`src/rtl/pwm_pkg.sv`:
```
// ============================================================================
//  Module   : pwm_pkg
//  Brief    : Scheduler state encoding and reset constants for pwm_scheduler.
//  Revision : 1.0
// ============================================================================
`default_nettype none

package pwm_pkg;

   typedef enum logic [1:0] {
      ST_IDLE  = 2'b00,
      ST_RUN   = 2'b01,
      ST_DRAIN = 2'b10,
      ST_BAD   = 2'b11
   } state_t;

   // Wide constants; users slice them down to their own BITS.
   localparam logic [31:0] C_PERIOD_RST = 32'hFFFF_FFFF;
   localparam logic [32:0] C_DUTY_RST   = 33'd0;

endpackage

`default_nettype wire

```
`src/rtl/pwm_scheduler_if.sv`:
```
// ============================================================================
//  Module   : pwm_scheduler_if
//  Brief    : Control/config and PWM output bundle; PWM_POLARITY_EN adds polarity.
//  Revision : 1.0
// ============================================================================
`default_nettype none

interface pwm_scheduler_if #(
   parameter int BITS = 8,
   parameter int CH   = 4,
   parameter int SELW = 2
);
   logic            start;
   logic            stop;
   logic            period_we;
   logic [BITS-1:0] period_in;
   logic            duty_we;
   logic [SELW-1:0] duty_sel;
   logic [BITS:0]   duty_in;
`ifdef PWM_POLARITY_EN
   logic            pol_we;
   logic [CH-1:0]   pol_in;
`endif
   logic [CH-1:0]   pwm_out;
   logic            busy;
   logic            period_end;
   logic [BITS-1:0] cnt;

`ifdef PWM_POLARITY_EN
   modport master (output start, stop, period_we, period_in, duty_we, duty_sel, duty_in,
                   pol_we, pol_in,
                   input  pwm_out, busy, period_end, cnt);
   modport slave  (input  start, stop, period_we, period_in, duty_we, duty_sel, duty_in,
                   pol_we, pol_in,
                   output pwm_out, busy, period_end, cnt);
`else
   modport master (output start, stop, period_we, period_in, duty_we, duty_sel, duty_in,
                   input  pwm_out, busy, period_end, cnt);
   modport slave  (input  start, stop, period_we, period_in, duty_we, duty_sel, duty_in,
                   output pwm_out, busy, period_end, cnt);
`endif

endinterface

`default_nettype wire

```
`src/rtl/pwm_period_counter.sv`:
```
// ============================================================================
//  Module   : pwm_period_counter
//  Brief    : Period up-counter that wraps to 0 after reaching the terminal count.
//  Revision : 1.0
// ============================================================================
`default_nettype none

module pwm_period_counter #(
   parameter int BITS = 8
) (
   input  wire logic            clk,
   input  wire logic            rstn,
   input  wire logic            en,
   input  wire logic            clr,
   input  wire logic [BITS-1:0] period,
   output logic      [BITS-1:0] cnt,
   output logic                 wrap
);

   logic [BITS-1:0] r_cnt;
   logic            w_term;

   assign w_term = (r_cnt == period);

   always_ff @(posedge clk or negedge rstn) begin
      if (!rstn) begin
         r_cnt <= '0;
      end else if (clr) begin
         r_cnt <= '0;
      end else if (en) begin
         r_cnt <= w_term ? '0 : r_cnt + 1'b1;
      end
   end

   assign cnt  = r_cnt;
   assign wrap = en && w_term;

endmodule

`default_nettype wire

```
`src/rtl/pwm_scheduler.sv`:
```
// ============================================================================
//  Module   : pwm_scheduler
//  Brief    : Multi-channel PWM on a shared counter with boundary-loaded shadow
//             config; PWM_POLARITY_EN adds per-channel output inversion.
//  Revision : 1.0
// ============================================================================
`default_nettype none

module pwm_scheduler #(
   parameter int BITS = 8,
   parameter int CH   = 4,
   parameter int SELW = 2
) (
   input  wire logic      clk,
   input  wire logic      rstn,
   pwm_scheduler_if.slave bus
);
   import pwm_pkg::*;

   state_t          r_state;
   state_t          w_state_nxt;
   logic            w_busy;
   logic            w_clr;
   logic            w_load;
   logic            w_period_end;
   logic [BITS-1:0] w_cnt;
   logic [BITS-1:0] r_period_pend;
   logic [BITS-1:0] r_period_act;
   logic [CH-1:0]   w_pwm;

   assign w_busy = (r_state == ST_RUN) || (r_state == ST_DRAIN);
   assign w_clr  = !w_busy;
   // Active config follows pending continuously while idle, else only at the boundary.
   assign w_load = (r_state == ST_IDLE) || w_period_end;

   always_ff @(posedge clk or negedge rstn) begin
      if (!rstn) r_state <= ST_IDLE;
      else       r_state <= w_state_nxt;
   end

   always_comb begin
      w_state_nxt = ST_IDLE;
      case (r_state)
         ST_IDLE:  w_state_nxt = (bus.start && !bus.stop) ? ST_RUN : ST_IDLE;
         ST_RUN:   w_state_nxt = bus.stop ? ST_DRAIN : ST_RUN;
         ST_DRAIN: begin
            if (bus.start && !bus.stop) w_state_nxt = ST_RUN;
            else if (w_period_end)      w_state_nxt = ST_IDLE;
            else                        w_state_nxt = ST_DRAIN;
         end
         default:  w_state_nxt = ST_IDLE;
      endcase
   end

   pwm_period_counter #(
      .BITS (BITS)
   ) u_counter (
      .clk    (clk),
      .rstn   (rstn),
      .en     (w_busy),
      .clr    (w_clr),
      .period (r_period_act),
      .cnt    (w_cnt),
      .wrap   (w_period_end)
   );

   always_ff @(posedge clk or negedge rstn) begin
      if (!rstn) begin
         r_period_pend <= C_PERIOD_RST[BITS-1:0];
         r_period_act  <= C_PERIOD_RST[BITS-1:0];
      end else begin
         if (bus.period_we) r_period_pend <= bus.period_in;
         if (w_load)        r_period_act  <= r_period_pend;
      end
   end

   generate
      for (genvar i = 0; i < CH; i++) begin : g_ch
         logic [BITS:0] r_duty_pend;
         logic [BITS:0] r_duty_act;
         logic          w_sel_hit;
         logic          w_on;

         // Selects at or above CH match no channel, so those writes drop.
         assign w_sel_hit = bus.duty_we && (bus.duty_sel == SELW'(i));
         assign w_on      = w_busy && ({1'b0, w_cnt} < r_duty_act);

         always_ff @(posedge clk or negedge rstn) begin
            if (!rstn) begin
               r_duty_pend <= C_DUTY_RST[BITS:0];
               r_duty_act  <= C_DUTY_RST[BITS:0];
            end else begin
               if (w_sel_hit) r_duty_pend <= bus.duty_in;
               if (w_load)    r_duty_act  <= r_duty_pend;
            end
         end

`ifdef PWM_POLARITY_EN
         logic r_pol_pend;
         logic r_pol_act;

         always_ff @(posedge clk or negedge rstn) begin
            if (!rstn) begin
               r_pol_pend <= 1'b0;
               r_pol_act  <= 1'b0;
            end else begin
               if (bus.pol_we) r_pol_pend <= bus.pol_in[i];
               if (w_load)     r_pol_act  <= r_pol_pend;
            end
         end

         assign w_pwm[i] = r_pol_act ^ w_on;
`else
         assign w_pwm[i] = w_on;
`endif
      end
   endgenerate

   assign bus.pwm_out    = w_pwm;
   assign bus.busy       = w_busy;
   assign bus.period_end = w_period_end;
   assign bus.cnt        = w_cnt;

endmodule

`default_nettype wire

```
`src/flat_wrapper.sv`:
```
// flat-port wrapper written by rule: the top's interface ports become plain ports
module pwm_scheduler_flat import pwm_pkg::*;
#(
   parameter int BITS = 8,
   parameter int CH   = 4,
   parameter int SELW = 2
)
  (clk, rstn, bus_start, bus_stop, bus_period_we, bus_period_in, bus_duty_we, bus_duty_sel, bus_duty_in, bus_pwm_out, bus_busy, bus_period_end, bus_cnt);
  pwm_scheduler_if #(.BITS(BITS), .CH(CH), .SELW(SELW)) bus_i ();
  input  wire logic clk;
  input  wire logic rstn;
  input wire logic [$bits(bus_i.start)-1:0] bus_start;
  input wire logic [$bits(bus_i.stop)-1:0] bus_stop;
  input wire logic [$bits(bus_i.period_we)-1:0] bus_period_we;
  input wire logic [$bits(bus_i.period_in)-1:0] bus_period_in;
  input wire logic [$bits(bus_i.duty_we)-1:0] bus_duty_we;
  input wire logic [$bits(bus_i.duty_sel)-1:0] bus_duty_sel;
  input wire logic [$bits(bus_i.duty_in)-1:0] bus_duty_in;
  output wire logic [$bits(bus_i.pwm_out)-1:0] bus_pwm_out;
  output wire logic [$bits(bus_i.busy)-1:0] bus_busy;
  output wire logic [$bits(bus_i.period_end)-1:0] bus_period_end;
  output wire logic [$bits(bus_i.cnt)-1:0] bus_cnt;
  assign bus_i.start = bus_start;
  assign bus_i.stop = bus_stop;
  assign bus_i.period_we = bus_period_we;
  assign bus_i.period_in = bus_period_in;
  assign bus_i.duty_we = bus_duty_we;
  assign bus_i.duty_sel = bus_duty_sel;
  assign bus_i.duty_in = bus_duty_in;
  assign bus_pwm_out = bus_i.pwm_out;
  assign bus_busy = bus_i.busy;
  assign bus_period_end = bus_i.period_end;
  assign bus_cnt = bus_i.cnt;
  pwm_scheduler #(.BITS(BITS), .CH(CH), .SELW(SELW)) u_core (.clk(clk), .rstn(rstn), .bus(bus_i));
endmodule
```
`config.mk`:
```
export PLATFORM = sky130hd
export DESIGN_NAME = pwm_scheduler_flat
export DESIGN_NICKNAME = d
export VERILOG_FILES = /design/src/rtl/pwm_pkg.sv /design/src/rtl/pwm_scheduler_if.sv /design/src/rtl/pwm_period_counter.sv /design/src/rtl/pwm_scheduler.sv /design/src/flat_wrapper.sv
export SDC_FILE = /design/constraint.sdc
export NUM_CORES = 1
export LEC_CHECK = 0
export ABC_CLOCK_PERIOD_IN_PS = 2000
export BUFFER_PORTS_ARGS = -buffer_cell sky130_fd_sc_hd__buf_2
export CAP_MARGIN = 20
export CORE_MARGIN = 2
export CORE_UTILIZATION = 30
export DETAILED_ROUTE_END_ITERATION = 12
export PLACE_DENSITY = 0.43
export REMOVE_ABC_BUFFERS = 1
export SLEW_MARGIN = 0
export SYNTH_ARGS = -nofsm -noshare
export SYNTH_HDL_FRONTEND = slang
export SYNTH_SLANG_ARGS = --single-unit
```
`constraint.sdc`:
```
create_clock -name clk -period 2 [get_ports clk]
set_input_delay 0.4 -clock clk [delete_from_list [all_inputs] [get_ports clk]]
set_output_delay 0.4 -clock clk [all_outputs]
set_load 0.02 [all_outputs]
```
Yosys cells after proc, flatten, opt, wreduce, memory -nomap -nowiden
Index checks and enable logic that the tools add are counted.

cells by class
  add/sub/neg operators = 1
  magnitude comparators = 4
  eq/ne operators = 6
  mux-type cells = 7
  reductions and logical operators = 15

operators with widths
  kind                   number
  $lt A8 B9 Y1           4
  $mux W8                2
  $logic_and A1 B1 Y1    10
  $add A8 B1 Y8 const B  1
  $eq A8 B8 Y1           1
  $eq A2 B2 Y1 const B   3
  $mux W2                3
  $pmux W2 S3            1
  $eq A2 B1 Y1 const B   2
  $logic_not A2 Y1       2
  $logic_or A1 B1 Y1     2
  $logic_not A1 Y1       1
  $mux W1                1

word-level totals
  bits in registers = 98
  input port bits = 25
  output and inout port bits = 14
  word-level logic and storage cells = 45

Longest topological paths before layout
  depth in word-level cells = 6
  depth in mapped cells = 7
  depth with buffers taken out = 6

Cells and area by module
Synthesis repeated with hierarchy kept, for this count alone.

second synthesis, totals
  cells, all modules = 372
  area, all modules = 4,820.9 um2

modules (own cells, without submodules)
  module              instances  cells an instance  area each (um2)  sequential area each (um2)
  pwm_scheduler       1          314                4,290.4          2,272.2
  pwm_period_counter  1          58                 530.5            200.2

Worst setup path after synthesis
No wires, ideal clock.

  kind = flip-flop to output port
  start = reg u_core.r_state[0]
  end = out bus_pwm_out[2]
  data arrival time = 1.662 ns
  required time = 1.600 ns
  slack = -0.062 ns
  cell stages (with the launch flop) = 8
  path buffers = 2
  path through = dfrtp_1 -> inv_1 -> ha_1 -> clkbuf_1 -> inv_1 -> a21o_1 -> a31oi_1 -> buf_4

between the ends
  word-level cells in the longest chain between the ends = 3
  elaborated cells between the ends (all ways) = 4
  classes of those cells = eq/ne: 2; reduce/logical: 2

ends and longest elaborated chain
  what                                          RTL line             RTL
  start: declaration                            pwm_scheduler.sv:20  state_t r_state;
  start signal: assignment                      pwm_scheduler.sv:38  else r_state <= w_state_nxt;
  $eq A2 B1 Y1 or $eq A2 B2 Y1 (tied branches)  pwm_scheduler.sv:31  assign w_busy = (r_state == ST_RUN) || (r_state == ST_DRAIN);
  $logic_or A1 B1 Y1 *                          pwm_scheduler.sv:31
  named net bus_busy                            flat_wrapper.sv:20   output wire logic [$bits(bus_i.busy)-1:0] bus_busy;
  $logic_and A1 B1 Y1 *                         pwm_scheduler.sv:86  assign w_on = w_busy && ({1'b0, w_cnt} < r_duty_act);
  end: declaration                              flat_wrapper.sv:19   output wire logic [$bits(bus_i.pwm_out)-1:0] bus_pwm_out;

Mark *: on every way through the listed nets, which the timed path passes. The rest lies on a longest branch.

Final worst setup path
  start = reg u_core.u_counter.r_cnt[3] (netlist: u_core.u_counter.cnt[3])
  end = out bus_pwm_out[1]

between the ends
  word-level cells in the longest chain between the ends = 2

ends and longest elaborated chain
  what                      RTL line                  RTL
  start: declaration        pwm_period_counter.sv:20  logic [BITS-1:0] r_cnt;
  start signal: assignment  pwm_period_counter.sv:31  r_cnt <= w_term ? '0 : r_cnt + 1'b1;
  $lt A8 B9 Y1              pwm_scheduler.sv:86
  $logic_and A1 B1 Y1       pwm_scheduler.sv:86

Every way passes these cells.

==> qor.csv <==
metric;value;unit
Max Buffers Root-to-Sink;2;
Least-Margin Pin Slew;0.370;ns
effective utilization at floorplan;30.6;%
number of input and output port buffers inserted;38;
mapped cell area;4860;sq um
DRC errors left;0;
hold slack;0.239;ns
Met1 Wirelength;5420;microns
clock root buffer master;clkbuf_16;
critical path capture point type;output port;
clk_lat worst skew;0.35;ns
setup repair after global routing missed its margin;true;
Power Internal;5.73;mW
Max Fanout on Critical Path;7;
leakage component of the power;2.92;nW
count of endpoints failing setup in the final report;49;
Core Rows;46;
wire length on met2;4760;microns
Comb pwr share;44.3;%
count of H-tree levels built during CTS;3;
clock tree from TritonCTS;done;
placed insts;624;
maximum clock rate;430;MHz
normalized max-slew margin;75.3;%
initial antenna violation count;0;
Worst path top cell family by delay;flip-flops;
overall routed net length;10700;microns
pin count of the biggest net entering global routing;56;
uppermost layer routed;met4;
Final min period;2.33;ns
Placed Area;5480;sq um
crit path buf inv count;1;
Gate Count Post-Synth;352;
leading cell type in the layout, fill and taps excluded;dfrtp_1;
DIE AREA;17200;sq um
Worst Path Arrival;1.93;ns
TritonRoute pass-1 iters;4;
via count of the first global-routing pass;3114;
crit start category;register;
Cell Chain, Critical Path;ha_1, and4_1, o21ai_1, o221ai_1, a31oi_1, buf_4;
Slew Limit Fails;0;
final weighted congestion in routability-driven placement;0.800;
Post-Layout Cell Count;654;
number of enable-type register cells in the synthesized netlist;0;
area of the core;15900;sq um
Detail Route Antenna Nets;0;
Max Cap Viol;0;
GRT Resource Usage Total;13.0;%
CTS clock-pin slew for the worst setup and hold paths;0.06;ns
violations in the final reports;setup timing;
global-route wire length before repair;17200;microns
met3 routed WL;372;microns
sequential cell area fraction in the yosys report;50.9;%
final hold violation count;0;
net total in the final layout;491;
synthesized area per cell;13.8;sq um
grt ovf;0;
flip-flop and latch count after synthesis;98;
number of library cell types mapped by synthesis;29;
worst hold-check path type;in -> reg;
critical path data required time;1.60;ns
fin crit share;116;%
total power;8.61;mW
horizontal die dimension;131;microns
fraction of layout cells with a size suffix above 1;51.4;%
highest ir drop seen on vdd;0.480;mV
share of flip-flops with an asynchronous set or reset;100;%
average routed wire per standard cell;16.4;microns
Worst Setup Path Type;reg -> out;
status;finished, violations left;
via total after detailed routing;2927;
I/O pins;39;
Sink Count;98;
share of total power in the clock network;18.8;%
Via-to-Cell Ratio;4.48;
prevailing post-synth register cell;dfrtp_1;
part of the power in registers;36.9;%
Final Cell Area;6120;sq um
area grow syn2layout;26.0;%
switching power total;2.88;mW
switch share;33.5;%
half-perimeter wire length of the detailed placement result;7400;microns
total clock buffers created by CTS;9;
drt initial violations;150;
final critical-path setup slack;-0.325;ns
cell area power density;1410;nW/um^2
highest-count cells in the layout ignoring fill and taps;dfrtp_1 (76), mux2_2 (47), mux2_4 (41);
antenna cell count;0;
Fin Clk Skew;0.00715;ns
post-place setup slack;-0.0993;ns
synthesis warning total;0;
slowest cell on the critical path;dfrtp_2;
CP max stage delay;0.47;ns
height of the die;131;microns
==> final timing paths <==
check	end	slack (ns)	cells past startpoint	from
max in group asynchronous	u_core.r_period_pend[3]$_DFFE_PN1P_	0.85	3	rstn
worst max register to register	u_core.g_ch[0].r_duty_act[8]$_DFFE_PN0P_	-0.15	7	u_core.r_period_act[5]$_DFFE_PN1P_
worst min-delay path	u_core.r_state[0]$_DFF_PN0_	0.24	2	bus_stop
worst min register to register	u_core.g_ch[3].r_duty_act[4]$_DFFE_PN0P_	0.50	1	u_core.g_ch[3].r_duty_pend[4]$_DFFE_PN0P_
min in group asynchronous	u_core.u_counter.cnt[2]$_DFF_PN0_	0.51	2	rstn
worst max-delay path	bus_pwm_out[1]	-0.33	6	u_core.u_counter.cnt[3]$_DFF_PN0_
==> sequential cells by signal, summed over array words and instances (netlist names) <==
signal,cells
u_core.g_ch.r_duty_act,36
u_core.g_ch.r_duty_pend,36
u_core.r_period_act,8
u_core.r_period_pend,8
u_core.r_state,2
u_core.u_counter.cnt,8
==> what timing repair did <==
item	in CTS	in global routing
cloned	1	2
gates resized for setup	27	17
endpoints found under the hold margin	11	0
hold buffers	1	0
endpoints found under the setup margin	44	49
buffers inserted	6	6
pin swaps	16	4
==> metal layers <==
metal  track usage, %  vias up
met3             3.70       10
met1             18.1     1462
met5                0        -
li1                 -     1410
met4             3.93        0
met2             19.5       45
==> Yosys cell counts, types with 5 or more instances <==
library cell | n | area, sq um
a211oi_1 | 6 | 45.0
a21oi_1 | 8 | 40.0
and3_1 | 9 | 56.3
dfrtp_1 | 82 | 2050
dfstp_2 | 16 | 420
ha_1 | 33 | 413
inv_1 | 37 | 139
mux2_2 | 48 | 541
mux2_4 | 40 | 601
nand2_1 | 6 | 22.5
nand3_1 | 6 | 30.0
o21ai_0 | 7 | 35.0
xnor2_1 | 5 | 43.8
xor2_1 | 9 | 78.8
==> stage by stage <==
stage	TNS, ns	util (%)
2_1_floorplan	-29.11	-
3_3_place_gp	-1.42	34.5
3_5_place_dp	-1.34	34.5
4_1_cts	-7.60	37.6
5_1_grt	-10.32	38.5
6_report	-6.17	38.5
==> worst register-to-register path, cell delays in order, from the launching register on <==
cell and delay (ns):
dfstp_2 0.54, xor2_1 0.23, nor4_4 0.08, buf_4 0.14, buf_4 0.14, a31oi_4 0.23
bufbuf_16 0.36, mux2_4 0.31
==> power groups by stage <==
stage | Combinational, mW | Sequential (mW) | Clock (mW)
after floorplan | 2.40 | 3.06 | 0
after global placement | 3.18 | 3.17 | 0
after detailed placement | 3.21 | 3.18 | 0
after CTS | 3.59 | 3.16 | 1.69
after global routing | 4.17 | 3.27 | 1.76
final | 3.82 | 3.18 | 1.62
==> cell type report <==
cell class              instances  area [sq um]
fillers                      1569          9770
flip-flops and latches         98          2480
multi-input cells             205          2310
repair buffers                 82           651
well taps                     216           270
clock buffers                  11           233
inverters                      37           139
clock inverters                 5          41.3
==> cell families (layout without fill, tap and decap cells) <==
kind of cell	count (synthesis)	count (layout)	synth area share [%]
DFF	98	98	50.9
AOI/OAI and AO/OA	35	35	4.97
xor gates and xnor gates	14	14	2.52
buffers and inverters	49	135	4.74
muxes	88	88	23.5
adders and majority gates	33	33	8.50
and+or+nand+nor	35	35	4.89
No activity file was read; power rests on OpenSTA's default activity.
